`src/rtl/calc_pkg.sv`:
```
// Shared definitions for the keypad calculator sequencer: key codes, ALU op codes,
// sequencer states and small key-classification helpers.
package calc_pkg;

    localparam int DIGITS = 4;
    localparam int W      = DIGITS * 4;

    localparam logic [1:0] OP_ADD = 2'b01;
    localparam logic [1:0] OP_SUB = 2'b10;

    localparam logic [3:0] KEY_PLUS  = 4'hA;
    localparam logic [3:0] KEY_MINUS = 4'hB;
    localparam logic [3:0] KEY_EQ    = 4'hC;
    localparam logic [3:0] KEY_CLR   = 4'hD;

    typedef enum logic [1:0] {
        ST_ENTER_A,
        ST_ENTER_B,
        ST_EVAL,
        ST_SHOW
    } state_t;

    function automatic logic is_digit(input logic [3:0] k);
        return k <= 4'd9;
    endfunction

    function automatic logic is_op_key(input logic [3:0] k);
        return (k == KEY_PLUS) || (k == KEY_MINUS);
    endfunction

    function automatic logic [1:0] key_to_op(input logic [3:0] k);
        return (k == KEY_MINUS) ? OP_SUB : OP_ADD;
    endfunction

endpackage

```
`src/rtl/bcd_entry_reg.sv`:
```
// BCD operand entry register: shifts in decimal digits up to a DIGITS-digit cap,
// with synchronous clear and a whole-value load (used for results and restarts).
module bcd_entry_reg
    import calc_pkg::*;
(
    input  logic         clk,
    input  logic         rst_n,
    input  logic         clr,
    input  logic         load_digit,
    input  logic [3:0]   digit,
    input  logic         load_val,
    input  logic [W-1:0] val,
    input  logic [2:0]   val_cnt,
    output logic [W-1:0] value,
    output logic         full
);

    logic [2:0] cnt;

    assign full = (cnt == 3'(DIGITS));

    always_ff @(posedge clk) begin
        if (!rst_n || clr) begin
            value <= '0;
            cnt   <= '0;
        end else if (load_val) begin
            value <= val;
            cnt   <= val_cnt;
        end else if (load_digit && !full) begin
            value <= {value[W-5:0], digit};
            cnt   <= cnt + 3'd1;
        end
    end

endmodule

```
`src/rtl/calc_seq_ctrl.sv`:
```
// Keypad sequencer for the BCD add/sub ALU: builds operands, runs one EVAL cycle on "=".
// Optional macro CALC_CHAIN_EN: +/- while entering B evaluates and chains the new operator.
module calc_seq_ctrl
    import calc_pkg::*;
(
    input  logic         clk,
    input  logic         rst_n,
    input  logic         key_valid,
    input  logic [3:0]   key_code,
    output logic         key_ready,
    output logic [W-1:0] alu_a,
    output logic [W-1:0] alu_b,
    output logic [1:0]   alu_op,
    input  logic [W-1:0] alu_result,
    output logic [W-1:0] disp_bcd,
    output logic         op_pending,
    output logic         result_valid
);

    state_t         state_q, state_d;
    logic [1:0]     op_q, op_d;
    logic [W-1:0]   disp_q, disp_d;
    logic           rv_q, rv_d;
    logic           accept;
    logic           a_clr, a_ld, a_lv, b_clr, b_ld;
    logic [W-1:0]   a_val, a_value, b_value;
    logic [2:0]     a_vcnt;
    logic           a_full, b_full;
`ifdef CALC_CHAIN_EN
    logic           chain_q, chain_d;
    logic [1:0]     pend_q, pend_d;
`endif

    assign key_ready    = (state_q != ST_EVAL);
    assign accept       = key_valid && key_ready;
    assign alu_a        = a_value;
    assign alu_b        = b_value;
    assign alu_op       = op_q;
    assign disp_bcd     = disp_q;
    assign op_pending   = (state_q == ST_ENTER_B);
    assign result_valid = rv_q;

    bcd_entry_reg u_a (
        .clk(clk), .rst_n(rst_n), .clr(a_clr), .load_digit(a_ld), .digit(key_code),
        .load_val(a_lv), .val(a_val), .val_cnt(a_vcnt), .value(a_value), .full(a_full)
    );

    bcd_entry_reg u_b (
        .clk(clk), .rst_n(rst_n), .clr(b_clr), .load_digit(b_ld), .digit(key_code),
        .load_val(1'b0), .val('0), .val_cnt('0), .value(b_value), .full(b_full)
    );

    always_ff @(posedge clk) begin
        if (!rst_n) state_q <= ST_ENTER_A;
        else        state_q <= state_d;
    end

    always_comb begin
        state_d = state_q;
        case (state_q)
            ST_ENTER_A: begin
                if (accept && is_op_key(key_code)) state_d = ST_ENTER_B;
            end
            ST_ENTER_B: begin
                if (accept) begin
                    if (key_code == KEY_CLR)     state_d = ST_ENTER_A;
                    else if (key_code == KEY_EQ) state_d = ST_EVAL;
`ifdef CALC_CHAIN_EN
                    else if (is_op_key(key_code)) state_d = ST_EVAL;
`endif
                end
            end
            ST_EVAL: begin
`ifdef CALC_CHAIN_EN
                state_d = chain_q ? ST_ENTER_B : ST_SHOW;
`else
                state_d = ST_SHOW;
`endif
            end
            ST_SHOW: begin
                if (accept) begin
                    if (is_digit(key_code) || key_code == KEY_CLR) state_d = ST_ENTER_A;
                    else if (is_op_key(key_code))                  state_d = ST_ENTER_B;
                    else if (key_code == KEY_EQ)                   state_d = ST_EVAL;
                end
            end
            default: state_d = ST_ENTER_A;
        endcase
    end

    always_comb begin
        a_clr  = 1'b0;
        a_ld   = 1'b0;
        a_lv   = 1'b0;
        a_val  = '0;
        a_vcnt = '0;
        b_clr  = 1'b0;
        b_ld   = 1'b0;
        op_d   = op_q;
        disp_d = disp_q;
        rv_d   = 1'b0;
`ifdef CALC_CHAIN_EN
        chain_d = chain_q;
        pend_d  = pend_q;
`endif
        if (accept && key_code == KEY_CLR) begin
            a_clr  = 1'b1;
            b_clr  = 1'b1;
            op_d   = OP_ADD;
            disp_d = '0;
`ifdef CALC_CHAIN_EN
            chain_d = 1'b0;
`endif
        end else begin
            case (state_q)
                ST_ENTER_A: begin
                    if (accept && is_digit(key_code)) begin
                        a_ld = 1'b1;
                        if (!a_full) disp_d = {a_value[W-5:0], key_code};
                    end else if (accept && is_op_key(key_code)) begin
                        op_d  = key_to_op(key_code);
                        b_clr = 1'b1;
                    end
                end
                ST_ENTER_B: begin
                    if (accept && is_digit(key_code)) begin
                        b_ld = 1'b1;
                        if (!b_full) disp_d = {b_value[W-5:0], key_code};
                    end else if (accept && is_op_key(key_code)) begin
`ifdef CALC_CHAIN_EN
                        // Keep the pending op on the ALU during EVAL; swap at EVAL exit.
                        pend_d  = key_to_op(key_code);
                        chain_d = 1'b1;
`else
                        op_d = key_to_op(key_code);
`endif
                    end
                end
                ST_EVAL: begin
                    a_lv   = 1'b1;
                    a_val  = alu_result;
                    a_vcnt = 3'(DIGITS);
                    disp_d = alu_result;
                    rv_d   = 1'b1;
`ifdef CALC_CHAIN_EN
                    if (chain_q) begin
                        op_d    = pend_q;
                        b_clr   = 1'b1;
                        chain_d = 1'b0;
                    end
`endif
                end
                ST_SHOW: begin
                    if (accept && is_digit(key_code)) begin
                        a_lv   = 1'b1;
                        a_val  = {{(W-4){1'b0}}, key_code};
                        a_vcnt = 3'd1;
                        disp_d = {{(W-4){1'b0}}, key_code};
                    end else if (accept && is_op_key(key_code)) begin
                        op_d  = key_to_op(key_code);
                        b_clr = 1'b1;
                    end
                end
                default: ;
            endcase
        end
    end

    always_ff @(posedge clk) begin
        if (!rst_n) begin
            op_q    <= OP_ADD;
            disp_q  <= '0;
            rv_q    <= 1'b0;
`ifdef CALC_CHAIN_EN
            chain_q <= 1'b0;
            pend_q  <= OP_ADD;
`endif
        end else begin
            op_q    <= op_d;
            disp_q  <= disp_d;
            rv_q    <= rv_d;
`ifdef CALC_CHAIN_EN
            chain_q <= chain_d;
            pend_q  <= pend_d;
`endif
        end
    end

endmodule

```
`config.mk`:
```
export PLATFORM = sky130hd
export DESIGN_NAME = calc_seq_ctrl
export DESIGN_NICKNAME = d
export VERILOG_FILES = /design/src/rtl/calc_pkg.sv /design/src/rtl/bcd_entry_reg.sv /design/src/rtl/calc_seq_ctrl.sv
export SDC_FILE = /design/constraint.sdc
export NUM_CORES = 1
export LEC_CHECK = 0
export ABC_AREA = 1
export CAP_MARGIN = 10
export CORE_MARGIN = 8
export CORE_UTILIZATION = 32
export DETAILED_ROUTE_END_ITERATION = 16
export PLACE_DENSITY_LB_ADDON = 0.05
export SETUP_SLACK_MARGIN = 0.5
export SLEW_MARGIN = 10
export SYNTH_ARGS = -nofsm -noshare
export SYNTH_HDL_FRONTEND = slang
export SYNTH_SLANG_ARGS = --single-unit
```
`constraint.sdc`:
```
create_clock -name clk -period 2.2 [get_ports clk]
set_input_delay 0.33 -clock clk [delete_from_list [all_inputs] [get_ports clk]]
set_output_delay 0.33 -clock clk [all_outputs]
set_load 0.05 [all_outputs]
```
Word level (Yosys, flattened, before mapping) --
Cells that the tools add are included. W data, S select, Z words.
Word-level totals: bits in registers 59
Operators by class: add/sub/neg operators 2, mux-type cells 38, reductions and logical operators 21, bitwise operators 2, equal/unequal tests 18, order comparisons 1
Operators by type and width (number):
- $mux W16 | 8
- $pmux W16 S4 | 1
- $pmux W16 S2 | 1
- $eq A4 B4 Y1 const B | 4
- $mux W2 | 8
- $ne A2 B2 Y1 const B | 7
- $mux W1 | 13
- $mux W3 | 3
- $pmux W2 S4 | 1
- $add A3 B1 Y3 const B | 2
- $eq A3 B3 Y1 const B | 2
- $logic_and A1 B1 Y1 | 6
- $pmux W3 S2 | 1
- $reduce_and A3 Y1 | 2
- $reduce_and A5 Y1 | 1
- $eq A2 B2 Y1 const B | 2
- $le A4 B4 Y1 const B | 1
- $logic_or A1 B1 Y1 | 4
- $mux W4 | 1
- $ne A2 B1 Y1 const B | 2
- $reduce_or A2 Y1 | 2
- $logic_not A1 Y1 | 3
- $reduce_or A3 Y1 | 1
- $eq A2 B1 Y1 const B | 1
- other kinds (4) | 5

Logic depth before layout (Yosys ltp) --
Gate-level depths: netlist of run 1.
depth in word-level cells 9, depth in mapped cells 12

Cells and area by module --
Synthesis of run 1 repeated with hierarchy kept, for this count alone.
Unflattened totals: cell total of the unflattened synthesis 524, area total of the unflattened synthesis 3530.9 um2
By module, submodules not included:
- bcd_entry_reg | area an instance 1048.5 um2, sequential area each 380.4 um2, cells each 141, instances 2
- calc_seq_ctrl | area an instance 1433.9 um2, sequential area each 420.4 um2, cells each 242, instances 1

Least setup slack after synthesis of run 1 --
No wires, ideal clock.
kind reg2reg, start reg state_q[1], end reg u_b.cnt[2], required time 2.075 ns, stages on the path, launching flop included 10, arrival 1.779 ns, path slack 0.297 ns, path buffers 2, cell sequence dfxtp_1 -> inv_1 -> ha_1 -> clkbuf_1 -> inv_1 -> nor2_1 -> nand2_2 -> buf_2 -> nor3_1 -> nor3b_2
On the way: elaborated cells on any way between the ends 18, classes of those cells eq/ne: 3; mux: 7; reduce/logical: 8
RTL lines:
- start, declared | RTL line calc_seq_ctrl.sv:20 | state_t state_q, state_d;
- start signal, assigned | RTL line calc_seq_ctrl.sv:55 | else state_q <= state_d;
- $eq A2 B1 Y1
- net op_pending | RTL line calc_seq_ctrl.sv:16 | output logic op_pending,
- $mux W1 | RTL line calc_seq_ctrl.sv:115 | case (state_q)
- $mux W1 | RTL line calc_seq_ctrl.sv:106 | if (accept && key_code == KEY_CLR) begin
- $logic_and A1 B1 Y1 | RTL line bcd_entry_reg.sv:29 | end else if (load_digit && !full) begin
- end signal, assigned | RTL line bcd_entry_reg.sv:28 | cnt <= val_cnt;
- end signal, assigned | RTL line bcd_entry_reg.sv:31 | cnt <= cnt + 3'd1;
- end, declared | RTL line bcd_entry_reg.sv:18 | logic [2:0] cnt;
The timed path passes the listed nets, and every way through them passes these cells. A chain may end at the register's enable or synchronous reset.

Worst setup path in the final report of run 1 --
start reg state_q[0], end out key_ready
On the way: longest elaborated chain between the ends 1
Ends and longest elaborated chain:
- $ne A2 B2 Y1 | RTL line calc_seq_ctrl.sv:34 | assign key_ready = (state_q != ST_EVAL);
- end, declared | RTL line calc_seq_ctrl.sv:10 | output logic key_ready,
No other way between the ends.

==> run metrics, run 1 <==
Synth Warn #=0; Root Buffer=clkbuf_8; CTS Hold Buffers Added=0; clk_skew=0.00761 ns; Overflow after GRT=0; Final ANT Viol Nets=0; Vias/cell=4.83; core area=9240 um^2; Final #Nets=544; CTS tree=yes; Starting Density=32.9%; Cell Rows=35; slowest cell on the critical path=dfxtp_4; Yosys reg bits=59; LEAKAGE=1.93 nW; Design Area, Final=4290 um^2; final worst path period need=1.66 ns; max_cap viols=0; outcome=complete, no violations; vias=3113; DR WL/cell=15.2 um; Startpoint Class=flop; DR WL met2=4.55 mm; routed wl met3=548 um; Syn Area/Cell=7.07 um^2; crit share post-route=75.5%; max frequency=602 MHz; Yosys cell types=29; cell taking the most area after synthesis=dfxtp_1; worst vdd ir=268 uV; top-area cell type share of the netlist area=38.8%; crit path max fanout=12; Horiz. Die Dim=113 um; Post-DP HPWL=6.72 mm; worst hold path class=in2reg; PD cells=695 nW/um^2; net count after synthesis=462; largest net degree at the start of global routing=33; vias in the first global route=3064; final setup TNS=0 ns; Worst-Margin Slew=0.516 ns; die area=12900 um^2; clock-pin slew on the worst setup and hold paths=0.07 ns; Slew Limit Fails=0; Crit. End Element=primary output; Post-Syn Area=3040 um^2; crit-path cells=inv_4 > ha_4 > inv_4 > buf_12 > buf_12; gr usage total=15.1%; sequential share of the synthesized area=38.8%; number of fill cells=997; CTS Buf Count=9; Slew headroom=65.7%; Worst-Skew Late Latency=0.34 ns; worst endpoint required time=1.87 ns; Post-Synthesis Cells=430; GPL Wtd Cong=0.908; Max Used Layer=met4; RSZ-0062 raised after global routing=yes; delay of the slowest critical-path stage=0.36 ns; Placed Area=3900 um^2; H-tree level count=3; Residual DRC=0; final hold vios=0; Syn-to-layout area delta=41.2%; ant diodes=0; final setup fails=0; port buffer count=75; global-route wire length before repair=15.5 mm; Pre-Repair DR Iteration Count=5; num ports=76; met1 WL=4.56 mm; Crit Path Class=reg2out; antenna violations before repair=0; ranking of synthesized cells by area=dfxtp_1, nand2_1, a21oi_1; Total Routed Length=9.83 mm; layout cells sized above 1=13.0%; Max Buffers Root-to-Sink=2; CP arrival=1.33 ns; clock sink count=59; Die Ht=113 um; number of DRC violations after detailed-routing iteration 0=205
-- synthesized netlist by cell type --
| master | n |
|---|---|
| a21oi_1 | 67 |
| a22oi_1 | 4 |
| buf_1 | 2 |
| buf_2 | 9 |
| buf_6 | 10 |
| clkbuf_1 | 4 |
| clkinv_2 | 1 |
| dfxtp_1 | 59 |
| ha_1 | 9 |
| inv_1 | 24 |
| inv_4 | 1 |
| nand2_1 | 111 |
| nand2_2 | 5 |
| nand2_4 | 1 |
| nand3_1 | 19 |
| nand3_4 | 1 |
| nand4_1 | 2 |
| nand4_2 | 1 |
| nor2_1 | 55 |
| nor2_4 | 2 |
| nor3_1 | 3 |
| nor3b_2 | 1 |
| o21a_1 | 12 |
| o21ai_0 | 18 |
| o21ai_1 | 5 |
| o21ai_2 | 1 |
| o21ai_4 | 1 |
| o31ai_1 | 1 |
| xnor2_1 | 1 |
-- sequential cells by signal, indices dropped and copies added (netlist names) --
register      flops
disp_bcd         16
u_a.value        16
u_b.value        16
u_a.cnt           3
u_b.cnt           3
alu_op            2
state_q           2
result_valid      1
-- area by class of cell --
class | count | area, um^2 | area share (%)
timing repair buffer | 95 | 957 | 22.3
clock inverter | 2 | 35.0 | 0.816
multi-input combinational | 321 | 1680 | 39.2
clock buffer | 13 | 159 | 3.70
sequential | 59 | 1190 | 27.6
tap | 129 | 161 | 3.76
inverter | 26 | 111 | 2.59
-- where the power goes --
part / internal (mW) / switching (mW) / total, mW
sequential: 1.14 / 0.0521 / 1.19
clock: 0.578 / 0.423 / 1.00
combinational: 0.274 / 0.516 / 0.790
total: 1.99 / 0.990 / 2.98
-- final timing paths --
check / from / to / slack, ns / depth (start not counted)
worst max-delay path: state_q[0] / key_ready / 0.54 / 5
worst min-delay path: key_code[3] / u_b.value[3] / 0.42 / 3
worst max register to register: state_q[0] / disp_bcd[3] / 0.59 / 11
worst min register to register: u_b.value[12] / u_b.value[12] / 0.46 / 2
-- critical path, delay by kind of cell (launching register included) --
| family | cells | cell delay, ns |
|---|---|---|
| flip-flops | 1 | 0.36 |
| buffers and inverters | 4 | 0.44 |
| adder cells (fa/ha/maj) | 1 | 0.18 |
-- cell usage in the layout, fill, tap and decap left out, types with 4 or more instances in the layout --
cell | synthesis | routed
o21a_1 | 12 | 12
nand2_2 | 5 | 6
a22oi_1 | 4 | 4
nand2_1 | 111 | 108
ha_1 | 9 | 6
buf_12 | 0 | 5
dfxtp_1 | 59 | 57
inv_1 | 24 | 20
o21ai_0 | 18 | 18
clkbuf_8 | 0 | 11
nor2_1 | 55 | 54
o21ai_1 | 5 | 5
nand3_1 | 19 | 19
clkdlybuf4s50_1 | 0 | 20
dlygate4sd2_1 | 0 | 51
a21oi_1 | 67 | 66
buf_4 | 0 | 11
-- what timing repair did --
action | 4_1_cts | 5_1_grt
cloned | 1 | 2
endpoints found under the setup margin | 112 | 58
setup buffers | 3 | 3
pin swaps | 3 | 3
gates resized for setup | 62 | 27
-- per-stage QoR --
| stage | instances | power, mW | worst slack [ns] | hold WS, ns | util, % |
|---|---|---|---|---|---|
| 3_5_place_dp | 621 | 1.99 | 0.0947 | 0.455 | 42.2 |
| 2_1_floorplan | 430 | 1.74 | 0.530 | 0.445 | - |
| 5_1_grt | 645 | 3.15 | 0.484 | 0.434 | 46.5 |
| 3_3_place_gp | 621 | 1.99 | 0.0812 | 0.455 | 42.2 |
| 6_report | 645 | 2.98 | 0.539 | 0.416 | 46.5 |
| 4_1_cts | 640 | 2.98 | 0.300 | 0.464 | 44.6 |
-- cells by family after synthesis --
family,after synthesis,share of synthesized area [%]
fa+ha+maj,9,3.70
buf+inv,51,9.26
flops,59,38.8
simple gates,201,28.1
compound gates,109,19.8
xor+xnor,1,0.288
-- routing by layer --
layer	up-vias	track usage (%)
met2	89	24.6
met3	15	4.44
met5	-	0
li1	1579	-
met4	0	4.17
met1	1430	18.8
(Power assumes the default switching activity.)
==> run 2, diff against run 1 <==
==> constraint.sdc (replaced) <==
create_clock -name clk -period 1.65 [get_ports clk]
set_input_delay 0.2475 -clock clk [delete_from_list [all_inputs] [get_ports clk]]
set_output_delay 0.2475 -clock clk [all_outputs]
set_load 0.05 [all_outputs]
==> run 2 against run 1 <==
  * Final cell count grew 4.8%
  * Wire length is 4.2% higher
  * Die area did not move
  * Sequential share of layout area is 2.9 points lower
  * Via count increased by 5.3%
  * Sequential power up 36%
  * Critical path depth rose by 3
  * Combinational power increased by 65%
  * Global-route usage rose by 0.39 points
  * Clock skew down 0.0018 ns
  * Setup slack got worse by 0.49 ns
  * Critical path type is now reg2reg
  * Largest power group unchanged
==> run metrics, run 2 (synthesized netlist as in run 1, its figures left out) <==
Vias/cell=4.85; CP bufs+invs=3; dpl cells=642; register area=1260 um^2; Overflow after GRT=0; most frequent cells in the layout=nand2_1, a21oi_1, buf_4; RSZ-0062 raised after global routing=yes; crit share post-route=97.1%; number of DRC violations after detailed-routing iteration 0=119; number of fill cells=879; Worst-Margin Slew=0.290 ns; Residual DRC=0; H-tree level count=3; PD cells=836 nW/um^2; ant diodes=0; GPL Wtd Cong=0.897; Slew headroom=80.7%; port buffer count=75; largest net degree at the start of global routing=33; final hold vios=0; antenna violations before repair=0; Starting Density=32.9%; outcome=complete, no violations; clock-pin slew on the worst setup and hold paths=0.06 ns; Syn-to-layout area delta=67.8%; Final ANT Viol Nets=0; final setup fails=0; DR WL/cell=15.2 um; Slew Limit Fails=0; Layout Cells excl Fill=676; CTS Buf Count=9; delay of the slowest critical-path stage=0.35 ns; crit-path cells=buf_4 > ha_2 > buf_4 > nand4_4 > buf_6 > nand3_4 > o21ai_0 > nor2_1; Startpoint Class=flop; Crit Path Class=reg2reg; num ports=76; slowest cell on the critical path=dfxtp_4; worst endpoint required time=1.87 ns; core area=9240 um^2; Die Ht=113 um; most common cell after layout, fill and taps aside=nand2_1; max_cap viols=0; crit path max fanout=6; worst vdd ir=375 uV; critical path's top delay family=buffers and inverters; LEAKAGE=2.11 nW; CTS Hold Buffers Added=0; layout cells sized above 1=42.4%; Worst-Skew Late Latency=0.34 ns; worst hold path class=in2reg; Worst R2R Start=state_q[0]; Worst path most repeated cell=buf_4; Crit. End Element=flop; Max Buffers Root-to-Sink=2; clock sink count=59; worst hold margin=0.467 ns; die area=12900 um^2; CP Depth=8; max frequency=624 MHz; Horiz. Die Dim=113 um; global-route wire length before repair=16.0 mm; clk_skew=0.00586 ns; Post-DP HPWL=7.18 mm; Critical Path Start=state_q[0]; Total Routed Length=10.2 mm; worst r2r dst=u_a.value[12]; Final #Nets=576; Cell Rows=35; gr usage total=15.5%; final worst path period need=1.60 ns; Root Buffer=clkbuf_8; reg2reg path depth=8; vias=3279; CTS tree=yes; multi-input logic area=1990 um^2; Reg2Reg Setup Slack=0.05 ns; vias in the first global route=3205; Critical Path Sink=u_a.value[12]; CP arrival=1.82 ns; Pre-Repair DR Iteration Count=4
run 2: per-stage QoR:
step | setup TNS, ns | utilization [%] | power (mW) | worst slack [ns] | area, um^2
floorplan | 0 | - | 2.35 | 0.139 | 3190
global placement | -6.90 | 44.0 | 2.69 | -0.177 | 4070
detailed placement | -9.07 | 44.0 | 2.70 | -0.224 | 4070
CTS | 0 | 50.1 | 4.17 | 0.0653 | 4630
global route | -0.0206 | 55.2 | 4.49 | -0.0167 | 5100
finish | 0 | 55.2 | 4.27 | 0.0484 | 5100
run 2: per-layer routing:
metal | GRT usage [%] | share of wire (%) | up-vias
met5 | 0 | 0 | -
met4 | 6.93 | 1.8 | 0
met3 | 3.28 | 4.9 | 15
met2 | 26.4 | 50 | 92
met1 | 18.2 | 44 | 1523
li1 | - | - | 1649
run 2: worst min path at each step:
stage	from	endpoint	slack, ns	cells after the start
2_1_floorplan	rst_n	state_q[0]	0.36	2
3_3_place_gp	u_b.value[15]	u_b.value[15]	0.45	2
6_report	rst_n	state_q[0]	0.47	3
4_1_cts	rst_n	state_q[0]	0.46	3
5_1_grt	rst_n	state_q[0]	0.50	3
3_5_place_dp	u_b.value[12]	u_b.value[12]	0.46	2
run 2: worst reg2reg max path: stages (launching register included):
cell,delay (ns)
dfxtp_4,0.35
buf_4,0.14
ha_2,0.19
buf_4,0.15
nand4_4,0.14
buf_6,0.12
nand3_4,0.10
o21ai_0,0.22
nor2_1,0.08
run 2: cell type report:
cell class | count | area share (%)
Clock buffer | 12 | 3.24
Clock inverter | 2 | 0.687
Inverter | 26 | 2.40
Multi-Input combinational cell | 323 | 39.0
Sequential cell | 59 | 24.7
Tap cell | 129 | 3.16
Timing Repair Buffer | 125 | 26.8
run 2: where the power goes:
| part | switching (mW) | total [mW] | internal (mW) | leakage (nW) |
|---|---|---|---|---|
| sequential | 0.100 | 1.62 | 1.52 | 0.500 |
| combinational | 0.755 | 1.30 | 0.542 | 1.50 |
| clock | 0.551 | 1.35 | 0.802 | 0.104 |
| total | 1.41 | 4.27 | 2.86 | 2.11 |
run 2: repair_timing:
| action | in CTS | in global routing |
|---|---|---|
| gates cloned | 2 | 3 |
| hold endpoints to repair | 0 | 0 |
| pin swaps | 4 | 15 |
| resized for setup | 81 | 109 |
| buffers inserted | 7 | 8 |
| setup endpoints to repair | 86 | 94 |
